[config.mk]
export PLATFORM = sky130hd
export DESIGN_NAME = pipe_sub_32bit
export DESIGN_NICKNAME = d
export VERILOG_FILES = /design/src/rtl/pipe_sub_32bit.sv
export SDC_FILE = /design/constraint.sdc
export NUM_CORES = 1
export LEC_CHECK = 0
export BUFFER_PORTS_ARGS = -buffer_cell sky130_fd_sc_hd__buf_2
export CORE_MARGIN = 3
export CORE_UTILIZATION = 55
export DETAILED_ROUTE_END_ITERATION = 8
export PLACE_DENSITY = 0.76
export SLEW_MARGIN = 0
export SYNTH_ARGS = -nofsm -noshare
export SYNTH_HDL_FRONTEND = slang
export SYNTH_SLANG_ARGS = --single-unit
[constraint.sdc]
create_clock -name clk -period 17.3 [get_ports clk]
set_input_delay 3.46 -clock clk [delete_from_list [all_inputs] [get_ports clk]]
set_output_delay 3.46 -clock clk [all_outputs]
set_load 0.01 [all_outputs]
[src/rtl/pipe_sub_32bit.sv]
// Pipelined subtractor: diff = a - b - bin, one SLICE-bit slice per stage.
// Define SUB_FLAGS_EN to add the registered zero and ovf flag outputs.
module pipe_sub_32bit #(
   parameter int WIDTH = 32,
   parameter int SLICE = 8
) (
   input  logic             clk,
   input  logic             rst,
   input  logic             in_valid,
   output logic             in_ready,
   input  logic [WIDTH-1:0] a,
   input  logic [WIDTH-1:0] b,
   input  logic             bin,
   output logic             out_valid,
   input  logic             out_ready,
   output logic [WIDTH-1:0] diff,
   output logic             bout
`ifdef SUB_FLAGS_EN
   ,
   output logic             zero,
   output logic             ovf
`endif
);

   localparam int N = WIDTH / SLICE;

   logic             vld [N];
   logic             brw [N];
   logic [WIDTH-1:0] opa [N];
   logic [WIDTH-1:0] opb [N];
   logic [WIDTH-1:0] res [N];

   logic             src_v  [N];
   logic             src_bw [N];
   logic [WIDTH-1:0] src_a  [N];
   logic [WIDTH-1:0] src_b  [N];
   logic [WIDTH-1:0] src_r  [N];
   logic [SLICE:0]   sum    [N];
   logic [WIDTH-1:0] nxt_r  [N];
   logic             nxt_bw [N];

   logic             advance;

   assign out_valid = vld[N-1];
   assign diff      = res[N-1];
   assign bout      = brw[N-1];
   assign advance   = !out_valid || out_ready;
   assign in_ready  = advance;

   // Borrow is kept in true polarity so reset leaves bout = 0;
   // each slice adds with carry = ~borrow.
   always_comb begin
      src_v[0]  = in_valid;
      src_bw[0] = bin;
      src_a[0]  = a;
      src_b[0]  = b;
      src_r[0]  = '0;
      for (int k = 1; k < N; k++) begin
         src_v[k]  = vld[k-1];
         src_bw[k] = brw[k-1];
         src_a[k]  = opa[k-1];
         src_b[k]  = opb[k-1];
         src_r[k]  = res[k-1];
      end
      for (int k = 0; k < N; k++) begin
         sum[k] = {1'b0, src_a[k][k*SLICE +: SLICE]}
                + {1'b0, ~src_b[k][k*SLICE +: SLICE]}
                + {{SLICE{1'b0}}, ~src_bw[k]};
         nxt_r[k] = src_r[k];
         nxt_r[k][k*SLICE +: SLICE] = sum[k][SLICE-1:0];
         nxt_bw[k] = ~sum[k][SLICE];
      end
   end

   // Data registers only load behind a valid token; bubbles leave them.
   always_ff @(posedge clk or posedge rst) begin
      if (rst) begin
         for (int k = 0; k < N; k++) begin
            vld[k] <= 1'b0;
            brw[k] <= 1'b0;
            opa[k] <= '0;
            opb[k] <= '0;
            res[k] <= '0;
         end
`ifdef SUB_FLAGS_EN
         zero <= 1'b0;
         ovf  <= 1'b0;
`endif
      end else if (advance) begin
         for (int k = 0; k < N; k++) begin
            vld[k] <= src_v[k];
            if (src_v[k]) begin
               brw[k] <= nxt_bw[k];
               opa[k] <= src_a[k];
               opb[k] <= src_b[k];
               res[k] <= nxt_r[k];
            end
         end
`ifdef SUB_FLAGS_EN
         if (src_v[N-1]) begin
            zero <= (nxt_r[N-1] == '0);
            ovf  <= (src_a[N-1][WIDTH-1] != src_b[N-1][WIDTH-1])
                 && (nxt_r[N-1][WIDTH-1] != src_a[N-1][WIDTH-1]);
         end
`endif
      end
   end

endmodule

==> impl_metrics.tcl <==
set metrics [dict create \
    critical-path-top-delay-family "buffers and inverters" \
    critical_path.slowest_cell "nor2b_4" \
    die_y_um 128 \
    yosysTopAreaCell "dfrtp_1" \
    ant_nets 0 \
    grt_pass1_wl_um 24200 \
    min_period_ns 7.42 \
    hold_class "reg2reg" \
    m1WireLength_um 6210 \
    arrival_ns 3.96 \
    timing.slew.headroom_pct 23.4 \
    drive_gt1_share_pct 41.8 \
    gp_congestion 0.770 \
    pwr_density_cell_nw_per_um2 200 \
    whs_path_depth 2 \
    clock_sinks 184 \
    peakVddDrop_v 0.0000799 \
    finClkSkew_ns 0.00752 \
    path_cells "buf_2, nor2b_4, inv_4, buf_2" \
    io_pins 104 \
    synth_area_um2 8170 \
    cts_tree "built" \
    cts_htree_levels 4 \
    async_flop_share_pct 100 \
    start_kind "input port" \
    start_util_pct 57.5 \
    hold_viol_final 0 \
    cp.required_ns 13.84 \
    via_count 4894 \
    track_usage_pct 18.9 \
    endpoint_kind "output port" \
    dr_wl_met2_um 7510 \
    p_leak_nw 4.48 \
    synth_flop_cell "dfrtp_1" \
    reg2reg_depth 8 \
    highest_layer "met4" \
    tns_ns 0 \
    ys_ff_latch 184 \
    drc 0 \
    synth_edf_count 0 \
    fin_util_pct 66.6 \
    critical_path_class "in2out" \
    netlist_instances 608 \
    avgSynthCellArea_um2 13.4 \
    place_area_um2 8780 \
    cts_root_buf "clkbuf_16" \
    drt-vias-per-instance 5.42 \
    synth_area_leaders "dfrtp_1 (56%), mux2_2 (21%), ha_1 (4.3%)" \
    yosys_warnings 0 \
    fmax_mhz 135 \
    core-area_um2 14200 \
    crit_cells 4 \
    slew_viol_final 0 \
    grt_pass1_vias 5211 \
    clock_path_buffers 2 \
    die-area_um2 16300 \
    cts.repair.resized 0 \
    drv_cap 0 \
    dpl.hpwl_um 9700 \
    fin_ws_ns 9.88 \
    wl_met3_um 635 \
    yosysMostFrequentCell "dfrtp_1" \
    numCtsBuffers 17 \
    num_rows 43 \
    yosysSeqAreaShare_pct 56.4 \
    synthDominantCellAreaShare_pct 56.4 \
    synth.net_count 713 \
    place_worst_setup_slack_ns 9.87 \
    path_buf_inv 3 \
    gr-total-overflow 0 \
    cts_hold_buf 0 \
    drtIter0Drc 226 \
    cp_max_fo 6 \
    clkSlewWorstSetupHoldPaths_ns 0.06 \
    post-cts-setup-buffers 0 \
    area_delta_synth_final_pct 15.8 \
    fin_area_um2 9450 \
    synth_common_cells "dfrtp_1 (184), mux2_2 (152), inv_1 (45)" \
    outcome "finished, final reports clean" \
    clock_latency_ns 0.43 \
    synth_cell_type_count 34 \
    min_period_over_period_pct 42.9 \
    fin_nets 816 \
    wl_per_cell_um 16.3 \
    chipWidth_um 128 \
    setup_violations 0 \
    max_stage_delay_ns 0.17 \
    routed_wl_um 14700 \
    diodes 0 \
    rsz0062_at_grt "no" \
    critPathMostFrequentCell "buf_2" \
    worstMarginPinSlew_ns 1.15 \
    drt-pass1-iter-count 4 \
    grt_start_max_net_pins 113 \
    antenna_found_initial 0 \
    portBuffers 103 \
]
[final cells by class]
type,count,area (um2)
clock buffer,19,453
clock inverter,12,223
fill,1059,4750
inverter,46,180
multi-input combinational,356,3230
sequential,184,4600
tap,180,225
timing repair buffer,106,538
[placed cells by master, fill, tap and decap left out, drive strengths merged, types with 14 or more instances in the layout]
cell,n
o21ai,36
mux2,152
nor2,14
ha,28
dfrtp,184
a21oi,14
clkbuf,19
buf,106
nand2,41
inv,46
[flip-flops by register name (all words and copies together) (netlist names)]
name,cells
nxt_r,48
opa,48
opb,48
diff,32
brw,3
src_v,3
bout,1
out_valid,1
[routing by layer]
| metal | global-route usage (%) | up-vias |
|---|---|---|
| met3 | 5.25 | 28 |
| met1 | 22.4 | 2469 |
| li1 | - | 2302 |
| met4 | 7.93 | 0 |
| met5 | 0 | - |
| met2 | 32.4 | 95 |
[cell families (layout without fill, tap and decap cells)]
family	Yosys count	in the layout	synth area share [%]
adders and majority gates	36	36	6.25
buffers and inverters	68	183	4.18
AOI/OAI and AO/OA	82	82	6.59
xor gates and xnor gates	20	20	2.14
and+or+nand+nor	66	66	3.49
DFF	184	184	56.4
muxes	152	152	21.0
[per-stage QoR]
step	instances	hold WS [ns]	total power, W
2_1_floorplan	608	0.445	0.00128
3_3_place_gp	872	0.459	0.00140
3_5_place_dp	872	0.464	0.00146
4_1_cts	903	0.485	0.00191
5_1_grt	903	0.503	0.00202
6_report	903	0.479	0.00189
[worst reg2reg max path: stages (launching register included)]
cell and delay [ns]:
dfrtp_1 0.37, inv_1 0.07, fa_1 0.50, fa_1 0.45
a21oi_1 0.21, a2bb2oi_1 0.26, nand2b_1 0.08, a211oi_1 0.32
o31ai_1 0.13
[where the power goes]
group          leakage [nW]  internal, W  switching, W
combinational          1.97     0.000371      0.000351
clock                 0.325     0.000278      0.000160
sequential             2.19     0.000625      0.000103
total                  4.48      0.00127      0.000614
[path summary, 6_finish.rpt]
kind	slack, ns	end	from
max in group asynchronous	12.56	diff[20]	rst
worst max-delay path	9.88	in_ready	out_ready
worst min-delay path	0.48	nxt_r[67]	nxt_r[67]
worst min register to register	0.48	nxt_r[67]	nxt_r[67]
worst max register to register	14.74	nxt_r[22]	brw[2]
min in group asynchronous	3.26	opb[126]	rst
(Power assumes the default switching activity.)
